<file path="src/rtl/stim_seq.sv">
// stim_seq: start/tick-driven operand sequencer feeding the dual-counter test stage.
// Build option STIM_SEQ_WRAP_EN: increment wraps instead of saturating.
module stim_seq #(
  parameter int WIDTH     = 4,
  parameter int INC_START = 10,
  parameter int DEC_START = 12,
  parameter int INC_MIN   = 3,
  parameter int TICK_DIV  = 5,
  parameter int MAX_STEPS = 16
) (
  input  logic             clock1,
  input  logic             rst,
  input  logic             start,
  input  logic             abort,
  input  logic             hold,
  output logic [WIDTH-1:0] data_in,
  output logic [WIDTH-1:0] decre_in,
  output logic             enable,
  output logic             next,
  output logic             busy,
  output logic             done,
  output logic [4:0]       step_cnt
);

  localparam int TW = $clog2(TICK_DIV);

  localparam logic [1:0] S_IDLE = 2'd0;
  localparam logic [1:0] S_RUN  = 2'd1;
  localparam logic [1:0] S_DONE = 2'd2;

  localparam logic [WIDTH-1:0] INC_LD  = WIDTH'(INC_START);
  localparam logic [WIDTH-1:0] DEC_LD  = WIDTH'(DEC_START);
  localparam logic [WIDTH-1:0] INC_LIM = WIDTH'(INC_MIN);
  localparam logic [WIDTH-1:0] MAX_V   = '1;
  localparam logic [TW-1:0]    T_LAST  = TW'(TICK_DIV - 1);
  localparam logic [4:0]       S_MAX   = 5'(MAX_STEPS);

  logic [1:0]       state_q, state_d;
  logic [WIDTH-1:0] data_q, data_d;
  logic [WIDTH-1:0] decre_q, decre_d;
  logic [4:0]       step_q, step_d;
  logic [TW-1:0]    tick_q, tick_d;
  logic             enable_q, enable_d;
  logic             next_q, next_d;
  logic             busy_q, busy_d;
  logic             done_q, done_d;

  logic             inc_ok;
  logic             frozen;
  logic             term;
  logic [WIDTH-1:0] data_nx;
  logic [WIDTH-1:0] decre_nx;
  logic [4:0]       step_nx;

  // Candidate values for a step edge, used only when one occurs
  always_comb begin
    inc_ok = data_q > INC_LIM;
`ifndef STIM_SEQ_WRAP_EN
    inc_ok = inc_ok && (data_q != MAX_V);
`endif
    data_nx  = inc_ok ? data_q + WIDTH'(1) : data_q;
    decre_nx = (decre_q != '0) ? decre_q - WIDTH'(1) : decre_q;
    step_nx  = step_q + 5'd1;
    frozen   = data_nx <= INC_LIM;
`ifndef STIM_SEQ_WRAP_EN
    frozen   = frozen || (data_nx == MAX_V);
`endif
    term = (frozen && (decre_nx == '0)) || (step_nx == S_MAX);
  end

  always_comb begin
    state_d  = state_q;
    data_d   = data_q;
    decre_d  = decre_q;
    step_d   = step_q;
    tick_d   = tick_q;
    enable_d = enable_q;
    busy_d   = busy_q;
    next_d   = 1'b0;
    done_d   = 1'b0;
    case (state_q)
      S_IDLE: begin
        if (start && !abort) begin
          state_d  = S_RUN;
          data_d   = INC_LD;
          decre_d  = DEC_LD;
          step_d   = '0;
          tick_d   = '0;
          enable_d = 1'b1;
          busy_d   = 1'b1;
        end
      end
      S_RUN: begin
        if (abort) begin
          state_d  = S_IDLE;
          enable_d = 1'b0;
          busy_d   = 1'b0;
        end else if (!hold) begin
          if (tick_q == T_LAST) begin
            tick_d  = '0;
            next_d  = 1'b1;
            data_d  = data_nx;
            decre_d = decre_nx;
            step_d  = step_nx;
            if (term) begin
              state_d = S_DONE;
              done_d  = 1'b1;
            end
          end else begin
            tick_d = tick_q + TW'(1);
          end
        end
      end
      S_DONE: begin
        state_d  = S_IDLE;
        enable_d = 1'b0;
        busy_d   = 1'b0;
      end
      default: begin
        state_d  = S_IDLE;
        enable_d = 1'b0;
        busy_d   = 1'b0;
      end
    endcase
  end

  always_ff @(posedge clock1 or negedge rst) begin
    if (!rst) begin
      state_q  <= S_IDLE;
      data_q   <= '0;
      decre_q  <= '0;
      step_q   <= '0;
      tick_q   <= '0;
      enable_q <= 1'b0;
      next_q   <= 1'b0;
      busy_q   <= 1'b0;
      done_q   <= 1'b0;
    end else begin
      state_q  <= state_d;
      data_q   <= data_d;
      decre_q  <= decre_d;
      step_q   <= step_d;
      tick_q   <= tick_d;
      enable_q <= enable_d;
      next_q   <= next_d;
      busy_q   <= busy_d;
      done_q   <= done_d;
    end
  end

  assign data_in  = data_q;
  assign decre_in = decre_q;
  assign step_cnt = step_q;
  assign enable   = enable_q;
  assign next     = next_q;
  assign busy     = busy_q;
  assign done     = done_q;

endmodule

</file>
<file path="config.mk">
export PLATFORM = sky130hd
export DESIGN_NAME = stim_seq
export DESIGN_NICKNAME = d
export VERILOG_FILES = /design/src/rtl/stim_seq.sv
export SDC_FILE = /design/constraint.sdc
export NUM_CORES = 1
export LEC_CHECK = 0
export ABC_AREA = 1
export CORE_MARGIN = 1
export CORE_UTILIZATION = 51
export DETAILED_ROUTE_END_ITERATION = 10
export GPL_ROUTABILITY_DRIVEN = 1
export HOLD_SLACK_MARGIN = 0.15
export PLACE_DENSITY_LB_ADDON = 0.2
export SYNTH_ARGS = -nofsm -noshare
export SYNTH_HDL_FRONTEND = slang
export SYNTH_SLANG_ARGS = --single-unit
</file>
<file path="constraint.sdc">
create_clock -name clock1 -period 2.4 [get_ports clock1]
set_clock_uncertainty 0.15 [all_clocks]
set_input_delay 0.48 -clock clock1 [delete_from_list [all_inputs] [get_ports clock1]]
set_output_delay 0.48 -clock clock1 [all_outputs]
set_load 0.01 [all_outputs]
</file>
==> impl_metrics.json, run 1 <==
{
  "status": "complete, no violations",
  "holdBufCountCts": 0,
  "path_max_fanout": 5,
  "fin_area_um2": 1510,
  "cp_slowest_stage_delay_ps": 570,
  "wl_um": 2470,
  "coreArea_um2": 2250,
  "synth_area_um2": 1240,
  "slew_violations": 0,
  "min_period_over_period_pct": 81.4,
  "mostFrequentLayoutCells": "33 x nand2_1, 22 x inv_1, 21 x dfrtp_1, 21 x clkdlybuf4s50_1, 14 x nor2_1",
  "critPathSlowestCell": "clkdlybuf4s50_1",
  "antenna_cells": 0,
  "start_util_pct": 54.9,
  "ys_seq_area_share_pct": 42.5,
  "io_buffer_count": 21,
  "syn-num-nets": 153,
  "mostFrequentLayoutCell": "nand2_1",
  "cts_num_sinks": 21,
  "drv_cap": 0,
  "grtUsageTotal_pct": 21.9,
  "avgSynthCellArea_um2": 8.65,
  "grt_max_degree": 22,
  "post_cts_buffers": 0,
  "arrival_ps": 1320,
  "hpwl_um": 1910,
  "grt_pass1_wl_um": 4300,
  "critPathLaunch": "decre_in[3]$_DFFE_PN0P_",
  "setup_viol": 0,
  "worst-path-buf-inv": 1,
  "io_pins": 22,
  "root_buffer": "clkbuf_4",
  "cts_buffers": 3,
  "drtIter0Drc": 27,
  "crit_path_end_kind": "output pin",
  "die-area_um2": 2630,
  "fin_util_pct": 66.9,
  "ys_types": 29,
  "die_w_um": 51.3,
  "path_cells": "clkdlybuf4s50_1",
  "gp_congestion": 0.815,
  "place_area_um2": 1480,
  "nets": 179,
  "hold_viol": 0,
  "rows": 17,
  "cts-resized-gates": 0,
  "ir_worst_vdd_uv": 580,
  "grt-ovfl-total": 0,
  "hold_slack_ps": 351,
  "worstRegToRegCells": 11,
  "timing.setup.tns_ps": 0,
  "reg2reg_slack_ps": 470,
  "path_clk_slew_ps": 120,
  "synthCells": 143,
  "drc_errors": 0,
  "htreeDepth": 1,
  "cts_tree": "done",
  "cp_top_family": "buffers and inverters",
  "timing.fmax_ghz": 0.512,
  "reg2reg_to": "state_q[0]$_DFFE_PN0P_",
  "clock_path_buffers": 2,
  "start_kind": "register",
  "insertion_delay_ps": 300,
  "rsz0062_at_grt": "no",
  "drive_above_1_share_pct": 14.3,
  "ys.warnings.count": 0,
  "firstDrtPassIters": 4,
  "relSlewSlack_pct": 73.9,
  "p_leak_uw": 0.000738,
  "cp-endpoint": "decre_in[3]",
  "cp.depth": 1,
  "critPathKind": "reg2out",
  "antenna_found_initial": 0,
  "period_minus_slack_ps": 1950,
  "min_path_type": "in2async",
  "die_y_um": 51.3,
  "syn2layout_area_growth_pct": 21.9,
  "ys_seq_elements": 21,
  "timing.rr.start": "decre_in[0]$_DFFE_PN0P_",
  "via_per_inst": 5.28,
  "ant_nets": 0,
  "worst_pin_slew_ps": 391,
  "powerDensity_nw_per_um2": 1100,
  "vias": 1035,
  "crit_required_ps": 1770,
  "routedWlPerCell_um": 12.6,
  "first_global_vias": 1013
}
## cells by family after synthesis
group	count (synthesis)	synth area share, %
DFF	21	42.5
buffers and inverters	26	8.39
adders and majority gates	5	5.06
and+or+nand+nor	66	25.4
xor gates and xnor gates	4	2.83
muxes	1	0.809
AOI/OAI and AO/OA	20	15.1
## synthesized netlist by cell type (all sizes together)
| library cell | n | share of area (%) |
|---|---|---|
| a31oi | 1 | 0.51 |
| o21a | 1 | 0.61 |
| ha | 5 | 5.1 |
| a22o | 1 | 0.71 |
| nand4 | 1 | 0.51 |
| mux2i | 1 | 0.81 |
| inv | 25 | 7.8 |
| nand2 | 35 | 11 |
| nand3 | 14 | 7.5 |
| o21ai | 8 | 5.1 |
| buf | 1 | 0.61 |
| xor2 | 4 | 2.8 |
| o22ai | 5 | 4.6 |
| a22oi | 3 | 2.9 |
| nor2 | 16 | 6.4 |
| a21oi | 1 | 0.71 |
| dfrtp | 21 | 42 |
## metrics by stage
step / power (uW) / setup WS (ps) / std cells
final: 1660 / 447 / 196
after CTS: 1660 / 438 / 196
after detailed placement: 1480 / 206 / 192
after global routing: 1780 / 247 / 196
after floorplan: 1170 / 661 / 143
after global placement: 1440 / 273 / 192
## where the power goes
part / total, uW / leakage [uW] / internal (uW) / switching [uW]
clock: 174 / 0.0000150 / 64.7 / 110
combinational: 895 / 0.000457 / 407 / 488
sequential: 588 / 0.000266 / 459 / 128
total: 1660 / 0.000738 / 931 / 727
## layer usage
layer	share of wire (%)	GRT usage, %	up-vias
met4	1.1	8.56	0
met2	51	38.2	23
met3	3.4	4.17	2
li1	-	-	510
met1	44	26.6	500
met5	0	0	-
## layout make-up
class                      instances  area, um2
clock buffer                       4       26.3
multi-input combinational         96        608
tap                               28       35.0
inverter                          25       96.3
timing repair buffer              22        218
sequential                        21        526
fill                             193        746
## how the worst min path moves through the flow
| stage | start | end | slack, ps | depth (start not counted) |
|---|---|---|---|---|
| final | rst | decre_in[3]$_DFFE_PN0P_ | 350 | 2 |
| after global placement | tick_q[0]$_DFFE_PN0P_ | tick_q[0]$_DFFE_PN0P_ | 350 | 1 |
| after global routing | rst | step_cnt[4]$_DFFE_PN0P_ | 400 | 2 |
| after CTS | rst | decre_in[1]$_DFFE_PN0P_ | 360 | 2 |
| after detailed placement | tick_q[0]$_DFFE_PN0P_ | tick_q[0]$_DFFE_PN0P_ | 360 | 1 |
| after floorplan | rst | busy$_DFFE_PN0P_ | 30 | 0 |
## state kept, by name, summed over array words and instances (netlist names)
signal	flops
step_cnt	5
next	1
tick_q	3
state_q	2
decre_in	4
data_in	4
done	1
busy	1
(Power assumes the default switching activity.)
==> run 2, diff against run 1 <==
==> constraint.sdc (replaced) <==
create_clock -name clock1 -period 1.8 [get_ports clock1]
set_clock_uncertainty 0.15 [all_clocks]
set_input_delay 0.36 -clock clock1 [delete_from_list [all_inputs] [get_ports clock1]]
set_output_delay 0.36 -clock clock1 [all_outputs]
set_load 0.01 [all_outputs]
==> run 2 against run 1 <==
  * Die area unchanged
  * Register-to-register slack worse by 450 ps
  * Critical path depth up 12
  * Clock power up 32%
  * Largest cell class unchanged
  * Worst setup slack worse by 430 ps
  * First-iteration DRC count down 41%
  * Non-clock buffer count up 24
  * Total power up 56%
  * Worst hold slack worse by 130 ps
  * Design area up 17%
==> impl_metrics.json, run 2 (same netlist as run 1, synthesis figures left out) <==
{
  "min_path_type": "in2async",
  "critPathKind": "reg2reg",
  "cts_tree": "done",
  "start_kind": "register",
  "hold_viol": 0,
  "grt_max_degree": 22,
  "powerDensity_nw_per_um2": 1470,
  "path_max_fanout": 3,
  "grtUsageTotal_pct": 24.2,
  "grt_pass1_wl_um": 4640,
  "io_buffer_count": 21,
  "antenna_found_initial": 0,
  "htreeDepth": 1,
  "arrival_ps": 1830,
  "p_leak_uw": 0.000931,
  "nets": 203,
  "syn2layout_area_growth_pct": 42.1,
  "cts_num_sinks": 21,
  "timing.fmax_ghz": 0.562,
  "drc_errors": 0,
  "die_w_um": 51.3,
  "antenna_cells": 0,
  "cts_buffers": 3,
  "drive_above_1_share_pct": 37.0,
  "gp_congestion": 0.852,
  "mostFrequentLayoutCells": "26 x nand2_1, 25 x buf_4, 20 x dfrtp_1",
  "largest_reg_flops": 5,
  "setup_ws_ps": 20.0,
  "grt-ovfl-total": 0,
  "worst_pin_slew_ps": 320,
  "crit_required_ps": 1850,
  "firstDrtPassIters": 4,
  "min_period_over_period_pct": 98.9,
  "setup_viol": 0,
  "rsz0062_at_grt": "yes",
  "vias": 1156,
  "ir_worst_vdd_uv": 962,
  "period_minus_slack_ps": 1780,
  "die-area_um2": 2630,
  "reg2reg_slack_ps": 20,
  "io_pins": 22,
  "clock_path_buffers": 2,
  "insertion_delay_ps": 310,
  "final.fill_count": 162,
  "relSlewSlack_pct": 78.6,
  "first_global_vias": 1112,
  "drv_cap": 0,
  "start_util_pct": 54.9,
  "routedWlPerCell_um": 13.3,
  "slew_violations": 0,
  "root_buffer": "clkbuf_4",
  "status": "complete, no violations",
  "via_per_inst": 5.25,
  "timing.setup.tns_ps": 0,
  "crit_path_end_kind": "register",
  "mostFrequentLayoutCell": "nand2_1",
  "rows": 17,
  "die_y_um": 51.3,
  "coreArea_um2": 2250,
  "drtIter0Drc": 16,
  "dp_slack_ps": -176,
  "hold_slack_ps": 222,
  "wl_um": 2930,
  "ant_nets": 0,
  "hpwl_um": 2100,
  "path_clk_slew_ps": 120
}
run 2: final timing paths:
check | from | endpoint | depth (start not counted)
worst min-delay path | rst | data_in[3]$_DFFE_PN0P_ | 2
worst max-delay path | decre_in[1]$_DFFE_PN0P_ | state_q[0]$_DFFE_PN0P_ | 13
max in group asynchronous | rst | state_q[0]$_DFFE_PN0P_ | 2
worst max register to register | decre_in[1]$_DFFE_PN0P_ | state_q[0]$_DFFE_PN0P_ | 13
worst min register to register | busy$_DFFE_PN0P_ | busy$_DFFE_PN0P_ | 2
min in group clock1 | busy$_DFFE_PN0P_ | busy$_DFFE_PN0P_ | 2
run 2: what timing repair did:
action,4_1_cts,5_1_grt
pin swaps,0,12
buffers inserted,3,6
setup endpoints to repair,10,11
gates resized for setup,8,27
hold buffers,0,0
gates cloned,0,0
run 2: final cells by class:
cell class	instances	area, um2	share of cell area [%]
sequential	21	527	30.0
timing repair buffer	46	402	22.8
inverter	25	98.8	5.62
tap	28	35.0	1.99
multi-input combinational	96	668	38.0
clock inverter	1	5.00	0.285
clock buffer	3	22.5	1.28
run 2: through the flow:
stage	instances	utilization (%)	total power, uW	area, um2
after global placement	207	70.8	2090	1600
after floorplan	143	-	1560	1240
after CTS	214	72.9	2410	1640
after detailed placement	207	70.8	2160	1600
final	220	78.0	2580	1760
after global routing	220	78.0	2790	1760
run 2: per-layer routing:
layer	share of wire, %	routed length (um)	GRT usage (%)
met3	2.7	79	4.76
met1	40	1190	25.9
met2	55	1620	46.5
met5	0	0	0
met4	1.6	48	8.11
run 2: critical path: stages, from the launching register on:
cell	delay (ps)
dfrtp_1	420
inv_2	80
ha_4	140
inv_1	60
nor2_2	150
nor2_1	50
nand2_1	80
nand3_1	100
nor2_1	110
nand2_1	80
nand2_2	80
nand2_2	70
nand3_2	60
nand2_1	50
run 2: report_power, final:
part	internal (uW)	switching [uW]	total (uW)
registers	615	121	736
clock network	83.0	146	229
logic	776	843	1620
total	1470	1110	2580
==> run 3, diff against run 2 <==
--- a/config.mk
+++ b/config.mk
@@ -12,6 +12,7 @@
 export GPL_ROUTABILITY_DRIVEN = 1
 export HOLD_SLACK_MARGIN = 0.15
 export PLACE_DENSITY_LB_ADDON = 0.2
+export REMOVE_ABC_BUFFERS = 1
 export SYNTH_ARGS = -nofsm -noshare
 export SYNTH_HDL_FRONTEND = slang
 export SYNTH_SLANG_ARGS = --single-unit
==> run 3 against run 2 <==
  * The run now ends with negative setup slack left
  * Global-route usage stayed put
  * Wire length is 13% higher
  * Clock-buffer cell count is 1 higher
  * Combinational power is 13% higher
  * Critical path type unchanged
  * Largest cell class unchanged
  * Largest power group unchanged
==> impl_metrics.json, run 3 (same netlist as run 1, synthesis figures left out) <==
{
  "die-area_um2": 2630,
  "firstDrtPassIters": 4,
  "powerDensity_nw_per_um2": 1550,
  "critPathSlowestCell": "dfrtp_1",
  "hold_slack_ps": 229,
  "die_w_um": 51.3,
  "hold_viol": 0,
  "violations": "negative setup slack",
  "place_area_um2": 1570,
  "io_pins": 22,
  "slew_violations": 0,
  "timing.fmax_ghz": 0.540,
  "cts_num_sinks": 21,
  "htreeDepth": 1,
  "io_buffer_count": 21,
  "min_period_over_period_pct": 103,
  "finalPower_uw": 2810,
  "vias": 1231,
  "clock_path_buffers": 2,
  "status": "complete, but fails checks",
  "relSlewSlack_pct": 79.7,
  "final.fill_count": 147,
  "antenna_cells": 0,
  "crit_required_ps": 1860,
  "setup_viol": 1,
  "cts_tree": "done",
  "largest_reg_flops": 5,
  "crit_top_cell": "nand2_1",
  "path_max_fanout": 3,
  "mostFrequentLayoutCells": "27 x nand2_1, 27 x buf_4, 20 x dfrtp_1",
  "period_minus_slack_ps": 1850,
  "min_path_type": "in2async",
  "reg2reg_to": "state_q[0]$_DFFE_PN0P_",
  "path_cells": "buf_6 > ha_4 > inv_2 > nand3_1 > nand2_1 > nor2_1 > nand2_1 > nand2_1 > nand2_1 > nand2_2 > nand2_2 > nand3_2 > nand2_1",
  "ant_nets": 0,
  "drtIter0Drc": 36,
  "hpwl_um": 2050,
  "rsz0062_at_grt": "yes",
  "critPathLaunch": "data_in[1]$_DFFE_PN0P_",
  "first_global_vias": 1123,
  "finalNonFillerCells": 223,
  "path_clk_slew_ps": 110,
  "grtUsageTotal_pct": 24.2,
  "root_buffer": "clkbuf_4",
  "ir_worst_vdd_uv": 954,
  "multi_input_area_um2": 704,
  "timing.rr.start": "data_in[1]$_DFFE_PN0P_",
  "routedWlPerCell_um": 14.8,
  "fin_util_pct": 80.7,
  "setup_ws_ps": -53.0,
  "grt-ovfl-total": 0,
  "cts_buffers": 3,
  "start_kind": "register",
  "die_y_um": 51.3,
  "reg2reg_slack_ps": -50,
  "via_per_inst": 5.52,
  "rows": 17,
  "nets": 206,
  "syn2layout_area_growth_pct": 47.0,
  "antenna_found_initial": 0,
  "grt_max_degree": 22,
  "worstRegToRegCells": 13,
  "cp_slowest_stage_delay_ps": 420,
  "worst_pin_slew_ps": 303,
  "drv_cap": 0,
  "wl_um": 3310,
  "start_util_pct": 54.9,
  "arrival_ps": 1920,
  "gp_congestion": 0.837,
  "insertion_delay_ps": 310,
  "dp.cells": 204,
  "drive_above_1_share_pct": 39.0,
  "drc_errors": 0,
  "critPathKind": "reg2reg",
  "crit_path_end_kind": "register",
  "p_leak_uw": 0.000918,
  "seqCellArea_um2": 527,
  "coreArea_um2": 2250,
  "grt_pass1_wl_um": 4640,
  "fin_area_um2": 1820
}
==> run 3: cell types whose count changed in the layout (fill, tap and decap cells not counted), sizes merged <==
cell	change
clkdlybuf4s50	+2
dlymetal6s2s	-1
clkdlybuf4s15	+1
dlygate4sd2	-2
clkbuf	+1
buf	+3
clkinv	-1
==> run 3: layout make-up <==
type	count	share of cell area, %
flip-flops and latches	21	29.0
well taps	28	1.93
multi-input cells	96	38.7
inverters	25	5.43
clock buffers	4	1.44
repair buffers	49	23.5
==> run 3: how the worst max path moves through the flow <==
stage / to / slack, ps
6_report: state_q[0]$_DFFE_PN0P_ / -50
5_1_grt: state_q[0]$_DFFE_PN0P_ / -150
4_1_cts: state_q[0]$_DFFE_PN0P_ / -2
3_5_place_dp: data_in[1]$_DFFE_PN0P_ / -190
3_3_place_gp: data_in[3]$_DFFE_PN0P_ / -140
2_1_floorplan: state_q[0]$_DFFE_PN0P_ / 60
==> run 3: through the flow <==
stage / setup slack (ps) / TNS [ps]
after floorplan: 61.4 / 0
after global placement: -140 / -1170
after detailed placement: -195 / -2300
after CTS: -2.10 / -2.10
after global routing: -154 / -395
final: -53.0 / -53.0
==> run 3: critical path, delay by kind of cell, from the launching register on <==
kind	cells	cell delay [ps]
AND/OR/NAND/NOR	10	780
flip-flops	1	420
adder cells (fa/ha/maj)	1	250
buffers and inverters	2	170
==> run 3: power breakdown <==
part | total (uW) | switching [uW] | leakage (uW) | internal [uW]
Combinational | 1830 | 927 | 0.000639 | 899
Clock | 231 | 145 | 0.0000150 | 86.6
Sequential | 754 | 139 | 0.000264 | 615
==> run 3: timing repair <==
item | in CTS | in global routing
setup endpoints to repair | 10 | 16
buffers inserted | 5 | 10
hold buffers | 0 | 0
pin swaps | 0 | 18
resized for setup | 7 | 34
==> run 3: routing by layer <==
metal	global-route usage [%]	vias to the layer above	part of all wire, %
met3	3.87	16	5.9
li1	-	566	-
met2	46.5	63	54
met5	0	-	0
met4	8.56	0	4.2
met1	26.3	586	36
==> variant (flow settings as in run 1) <==
The option `STIM_SEQ_WRAP_EN` is turned on by a define.
--- a/src/rtl/stim_seq.sv
+++ b/src/rtl/stim_seq.sv
@@ -2,2 +2,4 @@
 // Build option STIM_SEQ_WRAP_EN: increment wraps instead of saturating.
+`define STIM_SEQ_WRAP_EN
+
 module stim_seq #(
Check against the original RTL: no difference found for any inputs over 10 cycles, from zero or initial values and one cycle with rst low; that may be too few to reach the edited logic, so the function may still have changed.
==> variant against run 1 <==
Total power is 7.9% lower. Register-to-register slack better by 0.02 ns. First-iteration DRC count is 30% lower. Sequential cell count is the same. Setup slack worse by 0.042 ns. Synthesized cell count is 1.4% lower. Sequential share of layout area increased by 2.5 points. Sequential power fell by 0.7%. Synthesized area is 7.2% lower. Design area shrank 6.7%. Wire length shrank 12%. Largest cell class unchanged. Largest power group unchanged.
==> variant: results (changes against run 1) <==
Drt
- **Detail Route met3 WL** 87 um, was 83 um
- **Pre-antenna DRT Iters** 4, unchanged
- **Met1 Wirelength** 1010 um, was 1100 um
- **DR vias** 973, was 1035
- **Routed met2 length** 1060 um, was 1260 um
- **drt total wl** 2190 um, was 2470 um
- **1st-iter DRT viols** 19, was 27

Global route
- **number of global-route vias before repair** 932, was 1013
- **met2 track utilization from global routing** 0.368, was 0.382
- **GRT Overall Usage** 0.206, was 0.219
- **global-route wire length before repair** 3780 um, was 4300 um
- **global routing met3 resource utilization** 0.0370, was 0.0417
- **met1 GRT Util** 0.248, was 0.266

Pwr
- **share of total power consumed by net switching** 0.422, was 0.438
- **combinational power share** 0.506, was 0.540
- **Static Leakage** 0.701 nW, was 0.738 nW
- **power per cell area** 1080 mW/mm^2, was 1100 mW/mm^2
- **flip-flop and latch power** 0.584 mW, was 0.588 mW
- **VDD IR max** 0.649 mV, was 0.580 mV

Worst setup path
- **maximum fanout encountered on the critical timing path** 11, was 5
- **flop-to-flop setup slack** 0.49 ns, was 0.47 ns
- **cell type group with the largest total delay on the critical path** simple AND/OR/NAND/NOR gates, was buffers and inverters
- **max incr delay on CP** 0.39 ns, was 0.57 ns
- **Arrival @ worst endpoint** 2.04 ns, was 1.32 ns

Synthesis
- **count of unique library cells instantiated by Yosys** 22, was 29
- **most frequent cells after synthesis** nand2_1 (40), dfrtp_1 (21), nor2_1 (17), inv_1 (16), was nand2_1 (33), inv_1 (22), dfrtp_1 (21), nor2_1 (14), nand3_1 (11)
- **xor and xnor fraction of the mapped netlist area** 0.0305, was 0.0283
- **compound-gate portion of the synthesized area** 0.0882, was 0.151
- **main area contributors after synthesis** dfrtp_1 (46%), nand2_1 (13%), nor2_1 (5.6%), was dfrtp_1 (42%), nand2_1 (10%), inv_1 (6.7%)
- **proportion of synthesized chip area in sequential cells** 0.458, was 0.425
- **multiplexer share of the synthesized area** 0, was 0.00809
- **post-synthesis net count** 151, was 153
- **adder-cell share of the synthesized area** 0.0545, was 0.0506

CTS
- **Resize count post-CTS** 0, unchanged
- **clk slew on worst S/H paths** 0.12 ns, about the same

Status
- **run status** completed, unchanged

Place
- **area post-placement** 0.00138 mm^2, was 0.00148 mm^2
- **number of buffer cells added on primary ports** 21, unchanged
- **HPWL after DPL** 1640 um, was 1910 um
- **routability cong.** 0.843, was 0.815

Finish
- **fraction of layout cells with a size suffix above 1** 0.0788, was 0.143
- **nets@finish** 176, was 179

STA
- **measured slew at the worst slew-check pin** 0.265 ns, was 0.391 ns

## variant: metrics by stage
stage	setup slack [ns]	util	std cells
after global routing	0.287	0.689	192
after detailed placement	0.0940	0.676	188
after CTS	0.411	0.689	192
after global placement	0.176	0.676	188
after floorplan	0.745	-	141
final	0.405	0.689	192
## variant: cells by family after synthesis
family,Yosys count
AND/OR/NAND/NOR,75
adder cells (fa/ha/maj),5
AO/OA/AOI/OAI,16
flip-flops,21
buffers and inverters,20
XOR/XNOR,4
## variant: path summary, 6_finish.rpt
path,cells after the start,start,endpoint
setup / recovery,9,abort,data_in[3]
hold / removal,2,rst,decre_in[1]
setup reg to reg,8,state_q[0],data_in[3]
hold reg to reg,2,busy,busy
max in group asynchronous,2,rst,busy
min in group clock1,2,busy,busy
## variant: layout make-up
class	count	area, um^2
clock buffers	4	26.3
well taps	27	33.8
fillers	175	634
flip-flops and latches	21	526
inverters	18	67.6
multi-input cells	100	537
repair buffers	22	218
